<file path="config.mk">
export PLATFORM = sky130hd
export DESIGN_NAME = ntt_radix2_scheduler
export DESIGN_NICKNAME = d
export VERILOG_FILES = /design/src/rtl/ntt_radix2_scheduler.sv
export SDC_FILE = /design/constraint.sdc
export NUM_CORES = 1
export LEC_CHECK = 0
export ABC_AREA = 0
export CAP_MARGIN = 20
export CORE_MARGIN = 2
export CORE_UTILIZATION = 30
export DETAILED_ROUTE_END_ITERATION = 7
export PLACE_DENSITY = 0.46
export SYNTH_ARGS = -nofsm -noshare
export SYNTH_HDL_FRONTEND = slang
export SYNTH_SLANG_ARGS = --single-unit
</file>
<file path="constraint.sdc">
create_clock -name clk -period 8.7 [get_ports clk]
set_input_delay 1.74 -clock clk [delete_from_list [all_inputs] [get_ports clk]]
set_output_delay 1.74 -clock clk [all_outputs]
set_load 0.01 [all_outputs]
</file>
<file path="src/rtl/ntt_radix2_scheduler.sv">
// Address/control sequencer for an in-place radix-2 NTT/INTT.
// One butterfly is issued per cycle. Each stage is followed by a drain
// window of PIPE_LAT cycles, so the last write of a stage lands before
// the next stage starts reading.
module ntt_radix2_scheduler #(
  parameter int LOG_N    = 3,
  parameter int PIPE_LAT = 3
) (
  input  logic             clk,
  input  logic             rst_n,
  input  logic             start_i,
  input  logic             mode_i,
  output logic             busy_o,
  output logic             done_o,
  output logic [LOG_N-1:0] stage_o,
  output logic             rd_en_o,
  output logic [LOG_N-1:0] rd_addr_1_o,
  output logic [LOG_N-1:0] rd_addr_2_o,
  output logic [LOG_N-1:0] tw_addr_o,
  output logic             bf_select_o,
  output logic             wr_en_o,
  output logic [LOG_N-1:0] wr_addr_1_o,
  output logic [LOG_N-1:0] wr_addr_2_o
);

  localparam int              HALF   = 1 << (LOG_N - 1);
  localparam int              CW     = (PIPE_LAT > 1) ? $clog2(PIPE_LAT) : 1;
  localparam logic [LOG_N-1:0] ONE    = LOG_N'(1);
  localparam logic [LOG_N-1:0] LAST_S = LOG_N'(LOG_N - 1);
  localparam logic [LOG_N-1:0] LAST_J = LOG_N'(HALF - 1);
  localparam logic [CW-1:0]    LAST_C = CW'(PIPE_LAT - 1);

  typedef enum logic [1:0] {
    S_IDLE,
    S_READ,
    S_DRAIN,
    S_DONE
  } state_t;

  // log2 of the butterfly span m: NTT shrinks the span per stage, INTT grows it
  function automatic logic [LOG_N-1:0] span_shift(input logic md, input logic [LOG_N-1:0] s);
    return md ? s : (LAST_S - s);
  endfunction

  // a1 = 2*m*(j/m) + j%m, with m a power of two
  function automatic logic [LOG_N-1:0] top_addr(input logic [LOG_N-1:0] j,
                                               input logic [LOG_N-1:0] sh);
    logic [LOG_N-1:0] lo_mask;
    lo_mask = (ONE << sh) - ONE;
    return ((j >> sh) << (sh + ONE)) | (j & lo_mask);
  endfunction

  // Twiddle base is N/(2m) in both directions; group index g = j/m is added on top
  function automatic logic [LOG_N-1:0] tw_index(input logic [LOG_N-1:0] j,
                                               input logic [LOG_N-1:0] sh);
    return (ONE << (LAST_S - sh)) + (j >> sh);
  endfunction

  state_t           state_q, state_d;
  logic [LOG_N-1:0] s_q, s_d;
  logic [LOG_N-1:0] j_q, j_d;
  logic [CW-1:0]    cnt_q, cnt_d;
  logic             busy_q, busy_d;
  logic             done_q, done_d;
  logic             sel_q, sel_d;
  logic             rd_en_q, rd_en_d;
  logic [LOG_N-1:0] rd_a1_q, rd_a1_d;
  logic [LOG_N-1:0] rd_a2_q, rd_a2_d;
  logic [LOG_N-1:0] tw_q, tw_d;

  logic             iss;
  logic             iss_md;
  logic [LOG_N-1:0] iss_s;
  logic [LOG_N-1:0] iss_j;
  logic [LOG_N-1:0] iss_sh;

  logic [PIPE_LAT-1:0] en_dly_q;
  logic [LOG_N-1:0]    a1_dly_q [PIPE_LAT];
  logic [LOG_N-1:0]    a2_dly_q [PIPE_LAT];

  // Next-state and next-output logic; iss marks a butterfly issued next cycle
  always_comb begin
    state_d = state_q;
    s_d     = s_q;
    j_d     = j_q;
    cnt_d   = cnt_q;
    busy_d  = busy_q;
    done_d  = 1'b0;
    sel_d   = sel_q;
    iss     = 1'b0;
    iss_md  = sel_q;
    iss_s   = s_q;
    iss_j   = '0;

    case (state_q)
      S_IDLE: begin
        if (start_i) begin
          state_d = S_READ;
          s_d     = '0;
          j_d     = '0;
          sel_d   = mode_i;
          busy_d  = 1'b1;
          iss     = 1'b1;
          iss_md  = mode_i;
          iss_s   = '0;
          iss_j   = '0;
        end
      end
      S_READ: begin
        if (j_q == LAST_J) begin
          state_d = S_DRAIN;
          cnt_d   = '0;
        end else begin
          j_d   = j_q + ONE;
          iss   = 1'b1;
          iss_j = j_q + ONE;
        end
      end
      S_DRAIN: begin
        if (cnt_q == LAST_C) begin
          if (s_q == LAST_S) begin
            state_d = S_DONE;
            done_d  = 1'b1;
          end else begin
            state_d = S_READ;
            s_d     = s_q + ONE;
            j_d     = '0;
            iss     = 1'b1;
            iss_s   = s_q + ONE;
            iss_j   = '0;
          end
        end else begin
          cnt_d = cnt_q + CW'(1);
        end
      end
      S_DONE: begin
        state_d = S_IDLE;
        busy_d  = 1'b0;
        s_d     = '0;
      end
      default: state_d = S_IDLE;
    endcase

    iss_sh  = span_shift(iss_md, iss_s);
    rd_en_d = iss;
    rd_a1_d = iss ? top_addr(iss_j, iss_sh) : '0;
    rd_a2_d = iss ? (rd_a1_d + (ONE << iss_sh)) : '0;
    tw_d    = iss ? tw_index(iss_j, iss_sh) : '0;
  end

  // Control state and the registered read-side outputs
  always_ff @(posedge clk or negedge rst_n) begin
    if (!rst_n) begin
      state_q <= S_IDLE;
      s_q     <= '0;
      j_q     <= '0;
      cnt_q   <= '0;
      busy_q  <= 1'b0;
      done_q  <= 1'b0;
      sel_q   <= 1'b0;
      rd_en_q <= 1'b0;
      rd_a1_q <= '0;
      rd_a2_q <= '0;
      tw_q    <= '0;
    end else begin
      state_q <= state_d;
      s_q     <= s_d;
      j_q     <= j_d;
      cnt_q   <= cnt_d;
      busy_q  <= busy_d;
      done_q  <= done_d;
      sel_q   <= sel_d;
      rd_en_q <= rd_en_d;
      rd_a1_q <= rd_a1_d;
      rd_a2_q <= rd_a2_d;
      tw_q    <= tw_d;
    end
  end

  // Write-side delay line; cleared on reset so an aborted run leaves no writes behind
  always_ff @(posedge clk or negedge rst_n) begin
    if (!rst_n) begin
      en_dly_q <= '0;
      for (int i = 0; i < PIPE_LAT; i++) begin
        a1_dly_q[i] <= '0;
        a2_dly_q[i] <= '0;
      end
    end else begin
      en_dly_q[0] <= rd_en_q;
      a1_dly_q[0] <= rd_a1_q;
      a2_dly_q[0] <= rd_a2_q;
      for (int i = 1; i < PIPE_LAT; i++) begin
        en_dly_q[i] <= en_dly_q[i-1];
        a1_dly_q[i] <= a1_dly_q[i-1];
        a2_dly_q[i] <= a2_dly_q[i-1];
      end
    end
  end

  assign busy_o      = busy_q;
  assign done_o      = done_q;
  assign stage_o     = s_q;
  assign rd_en_o     = rd_en_q;
  assign rd_addr_1_o = rd_a1_q;
  assign rd_addr_2_o = rd_a2_q;
  assign tw_addr_o   = tw_q;
  assign bf_select_o = sel_q;
  assign wr_en_o     = en_dly_q[PIPE_LAT-1];
  assign wr_addr_1_o = a1_dly_q[PIPE_LAT-1];
  assign wr_addr_2_o = a2_dly_q[PIPE_LAT-1];

endmodule

</file>
==> results.json <==
{
  "drtAntennaViolNets": 0,
  "synth.area.top_cells": "dfrtp_1 (56%), ha_1 (6.4%), nor2_1 (3.3%)",
  "fin_setup_tns_ns": 0,
  "hold_path.class": "flip-flop to flip-flop",
  "mostFrequentLayoutCells": "dfrtp_1 (44), clkdlybuf4s50_1 (25), nor2_1 (17)",
  "grt_usage_pct": 11.20,
  "portBuffers": 26,
  "via_count": 1279,
  "syn_to_final_growth_pct": 22.11,
  "cts_buffers": 5,
  "maxSlewHeadroom_pct": 71.25,
  "async_flop_share_pct": 100.0,
  "viasPerCell": 4.634,
  "setup_viol": 0,
  "min_period_ns": 5.230,
  "first_global_vias": 1363,
  "hold_viol_final": 0,
  "clk_pin_slew_ns": 0.08,
  "wl_per_cell_um": 12.89,
  "rsz0062_at_grt": "no",
  "dpl.hpwl_um": 2527,
  "switchingPower_uw": 80.25,
  "path_class": "input pin to flip-flop",
  "final_common_cell": "dfrtp_1",
  "worstPathRequired_ns": 8.92,
  "fillerInstances": 643,
  "cpMaxStageDelayCell": "clkdlybuf4s50_1",
  "arrival_ns": 5.45,
  "grt_pass1_wl_um": 6237,
  "p_total_uw": 379.6,
  "ys.flop_type": "dfrtp_1",
  "critPathMaxStageDelay_ns": 0.51,
  "crit_chain": "clkdlybuf4s50_1 -> o21ai_0 -> a22oi_1 -> o31a_2 -> inv_2 -> ha_1 -> nand2_1 -> o21a_1 -> or2_1 -> nor2_1 -> inv_1 -> ha_1 -> o22ai_1 -> fa_1 -> nor4_1 -> o21ai_0 -> mux2i_1",
  "critPathLaunchType": "input pin",
  "fin_util_pct": 37.87,
  "ir_worst_vdd_mv": 0.07639,
  "ys_warn_count": 0,
  "nets": 214,
  "status": "complete, no violations",
  "power_density_nw_per_um2": 158.7,
  "yosysSeqAreaShare_pct": 56.23,
  "cp_max_fo": 7,
  "p_seq_share_pct": 54.7,
  "ff_latch_area_um2": 1101,
  "core.rowCount": 29,
  "hold_buffers": 0,
  "die_w_um": 84.79,
  "synth_edf_count": 0,
  "htreeDepth": 2,
  "grt_max_degree": 45,
  "dieArea_um2": 7189,
  "clockRootBuffer": "clkbuf_8",
  "crit_path_end_kind": "flip-flop",
  "cap_viol_max_count": 0,
  "totalWireLength_um": 3559,
  "fin_skew_ns": 0.005878,
  "grt_overflow_total": 0,
  "clock_latency_ns": 0.30,
  "fmax_mhz": 191.2,
  "power.internal_uw": 299.3,
  "cts_resized": 0,
  "drive_gt1_share_pct": 11.56,
  "slew_violations": 0,
  "fp.coreArea_um2": 6314,
  "place_congestion": 0.8071,
  "p_sw_share_pct": 21.14,
  "first_iter_violations": 48,
  "avgSynthCellArea_um2": 11.38,
  "synth-seq-cells": 44,
  "antenna_found_initial": 0,
  "synth_nets": 188,
  "postCtsSetupRepairBufs": 0,
  "p_leak_uw": 0.001088,
  "yosysUniqueCellTypes": 45,
  "cts_buffer_depth": 2,
  "p_comb_share_pct": 3.6,
  "num_antenna_cells": 0,
  "drc": 0,
  "initial_core_util_pct": 31.01,
  "top_level_ports": 27,
  "synth_cells": 172,
  "p_clk_share_pct": 41.7,
  "drt_pass1_iterations": 4,
  "fin_crit_sh_pct": 60.11,
  "cts_sinks": 44,
  "holdWs_ns": 0.3502,
  "tightestPinTransition_ns": 0.4312,
  "multi_input_area_um2": 758.2,
  "cts_tree": "done",
  "synth_top_area_cell": "dfrtp_1",
  "syn-cell-area_um2": 1958,
  "die_h_um": 84.79,
  "synth_top_area_share_pct": 56.23
}
==> power groups by stage <==
stage | registers (uW) | clock network, uW | logic (uW)
after floorplan | 212 | 0 | 5.46
after global placement | 212 | 0 | 12.8
after detailed placement | 212 | 0 | 13.1
after CTS | 208 | 168 | 13.2
after global routing | 208 | 178 | 15.6
final | 208 | 158 | 13.6
==> logic make-up (layout without fill, tap and decap cells) <==
group / Yosys count / count (layout) / synth area share, %
muxes: 4 / 4 / 2.492
xor gates and xnor gates: 2 / 2 / 1.278
buffers and inverters: 20 / 47 / 5.047
adders and majority gates: 12 / 12 / 8.435
AOI/OAI and AO/OA: 34 / 34 / 11.25
DFF: 44 / 44 / 56.23
and+or+nand+nor: 56 / 56 / 15.27
==> sequential cells by signal, summed over array words and instances, names as in the netlist, 2 cells and up <==
signal and count:
a1_dly_q 6, a2_dly_q 6, en_dly_q 3, j_q 3, rd_addr_1_o 3, rd_addr_2_o 3, stage_o 3, tw_addr_o 3
wr_addr_1_o 3, wr_addr_2_o 3, cnt_q 2, state_q 2
==> cells in the mapped netlist (all sizes together), types with 2 or more instances <==
master / instances
nor2: 17
inv: 11
ha: 10
nor2b: 2
and2: 6
a21oi: 9
fa: 2
or3: 2
nand2b: 4
a211oi: 2
nand2: 13
buf: 7
o31a: 2
nor4: 3
a21o: 2
o21a: 3
o21ai: 10
mux2i: 3
dfrtp: 44
nor3: 2
==> worst max-delay path: cells and delay by family <==
family	cells	cell delay (ns)
AO/OA/AOI/OAI	6	1.02
AND/OR/NAND/NOR	4	0.88
multiplexers	1	0.12
adder cells (fa/ha/maj)	3	1.02
buffers and inverters	3	0.67
==> final timing paths <==
| check | cells after the start | slack, ns | startpoint | endpoint |
|---|---|---|---|---|
| min reg2reg | 0 | 0.35 | a1_dly_q[5] | wr_addr_1_o[2] |
| min in group asynchronous | 1 | 1.33 | rst_n | bf_select_o |
| max reg2reg | 18 | 4.45 | stage_o[0] | rd_addr_2_o[2] |
| min | 0 | 0.35 | a1_dly_q[5] | wr_addr_1_o[2] |
| max | 17 | 3.47 | start_i | rd_addr_2_o[2] |
| max in group asynchronous | 2 | 6.90 | rst_n | wr_addr_1_o[2] |
==> metrics by stage <==
step	setup WS, ns	cell area, um^2	instances
after floorplan	4.024	1958	172
after global placement	3.294	2256	267
after detailed placement	3.156	2256	267
after CTS	3.479	2371	275
after global routing	3.084	2391	276
final	3.470	2391	276
==> per-layer routing <==
| metal | track usage (%) | share of wire [%] | vias to the layer above |
|---|---|---|---|
| met5 | 0 | 0 | - |
| met4 | 5.339 | 2.4 | 0 |
| met3 | 3.835 | 4.0 | 8 |
| met2 | 18.11 | 48 | 22 |
| met1 | 13.41 | 46 | 623 |
| li1 | - | - | 626 |
==> area by class of cell <==
cell class / count / area share [%]
clock inverter: 3 / 1.936
sequential: 44 / 46.05
tap: 77 / 4.029
timing repair buffer: 27 / 11.51
multi-input combinational: 108 / 31.71
inverter: 12 / 1.884
clock buffer: 5 / 2.878
No activity file was read; power rests on OpenSTA's default activity.
==> RTL edit, RTL diff (same flow settings) <==
Set the parameter `LOG_N` to 2 (it was 3).
--- a/src/rtl/ntt_radix2_scheduler.sv
+++ b/src/rtl/ntt_radix2_scheduler.sv
@@ -4,5 +4,5 @@
 // the next stage starts reading.
 module ntt_radix2_scheduler #(
-  parameter int LOG_N    = 3,
+  parameter int LOG_N    = 2,
   parameter int PIPE_LAT = 3
 ) (
Interface: changed (6 resized); port bits go from 27 to 21. No check against the original RTL was run, so the function may have changed too.
==> RTL edit against the unedited design <==
  * Sequential share of layout area up 0.79 points
  * Routed wire length down 31%
  * Worst setup slack better by 850 ps
  * Count of clock-buffer cells in the layout rose by 2
  * Sequential cell count fell by 11
  * Power grew 60%
  * Core utilization rose by 0.21 points
  * Area after synthesis down 28%
  * Cell area decreased by 26%
  * Non-clock buffer count down 6
  * Global-route usage shrank 0.85 points
  * Die area fell by 26%
  * Critical endpoint is now rd_addr_2_o[1]$_DFF_PN0_
  * Largest power group unchanged
  * Highest routed layer unchanged
==> RTL edit: results (changes against the unedited design) <==
pwr:
  power_density_nw_per_um2: 345  # was 159 nW/µm²
  power.switching_uw: 200  # was 80.3 µW
  peakVddDrop_uv: 121  # was 76.4 µV
  pwr-share-comb_pct: 37.3  # was 3.6%
logic_synthesis:
  synth_area_leaders: "dfrtp_1 (58%), ha_1 (6.2%), nor2_1 (3.2%)"  # was dfrtp_1 (56%), ha_1 (6.4%), nor2_1 (3.3%)
  synth-compound-area-share_pct: 9.70  # was 11.2%
  syn_area_per_cell_um2: 11.7  # was 11.4 µm²
  ys_ff_latch: 33  # was 44
  synth-seq-area-share_pct: 58.2  # was 56.2%
  synthAdderAreaFrac_pct: 6.17  # was 8.43%
  synthXorXnorAreaFrac_pct: 3.79  # was 1.28%
  synth_commonest_cells: "dfrtp_1 (33), nor2_1 (12), ha_1 (7), inv_1 (7), nand2_1 (7)"  # was dfrtp_1 (44), nor2_1 (17), nand2_1 (12)
finish:
  fillers: 464  # was 643
  num-multi-input-gates: 74  # was 108
  top_regs: "a1_dly_q: 4 flops, a2_dly_q: 4 flops, en_dly_q: 3 flops"  # was a1_dly_q: 6 flops, a2_dly_q: 6 flops
  nets: 153  # was 214
  drive_above_1_share_pct: 9.79  # was 11.6%
  regArea_um2: 826  # was 1100 µm²
  inverters: 7  # was 12
  bufAreaShareNonClock_pct: 11.8  # was 11.5%
  area_growth_pct: 24.3  # was 22.1%
drt:
  wl_um: 2440  # was 3560 µm
  drt_iter0_markers: 40  # was 48
  drt-wirelength-per-cell_um: 12.4  # was 12.9 µm
placed_design:
  dp_hpwl_um: 1680  # was 2530 µm
  post-place-ws_ps: 4020  # was 3160 ps
  portBuffers: 20  # was 26
  dpl_cell_area_um2: 1650  # was 2260 µm²
  gp_congestion: 0.791  # was 0.807
  dp_cells: 189  # was 267
worst_setup_path:
  r2r_start: "cnt_q[0]$_DFFE_PN0P_"  # was stage_o[0]$_DFFE_PN0P_
  arrival_ps: 4580  # was 5450 ps
  rrSetupSlack_ps: 5530  # was 4450 ps
  slowest_delay_ps: 540  # was 510 ps
  crit_end: "rd_addr_2_o[1]$_DFF_PN0_"  # was rd_addr_2_o[2]$_DFF_PN0_
global_routing:
  grt_max_degree: 34  # was 45
  grt_pass1_vias: 889  # was 1363
  groute.usage.overall_pct: 10.4  # was 11.2%
clocking:
  clkTransAtPathRegs_ps: 60  # was 80 ps
sta:
  clock_skew_ps: 3.87  # was 5.88 ps
  relSlewSlack_pct: 67.8  # was 71.3%
  whs_ps: 350  # about the same
outcome:
  outcome: "finished, final reports clean"  # unchanged
hold_path:
  hold_start: "a1_dly_q[4]$_DFF_PN0_"  # was a1_dly_q[5]$_DFF_PN0_
RTL edit: cell count changes after synthesis, sizes merged, moves of 2 or more:
cell   before  now
a21o        2    0
a21oi       9    5
and2        6    3
dfrtp      44   33
fa          2    0
ha         10    7
inv        11    7
nand2      13    7
nor2       17   14
nor4        3    0
o21ai      10    4
o31a        2    0
xor2        1    4
RTL edit: routing by layer:
| layer | vias to the layer above | part of all wire, % | wire [µm] | global-route usage, % |
|---|---|---|---|---|
| li1 | 439 | - | - | - |
| met1 | 440 | 46 | 1110 | 12.4 |
| met2 | 26 | 47 | 1150 | 16.2 |
| met3 | 5 | 5.9 | 145 | 3.87 |
| met4 | 0 | 1.5 | 37 | 5.56 |
| met5 | - | 0 | 0 | 0 |
RTL edit: critical path, delay by kind of cell:
family,cells,cell delay (ps)
mux,2,470
fa+ha+maj,2,460
xor+xnor,2,320
compound gates,1,330
simple gates,5,650
buf+inv,2,610
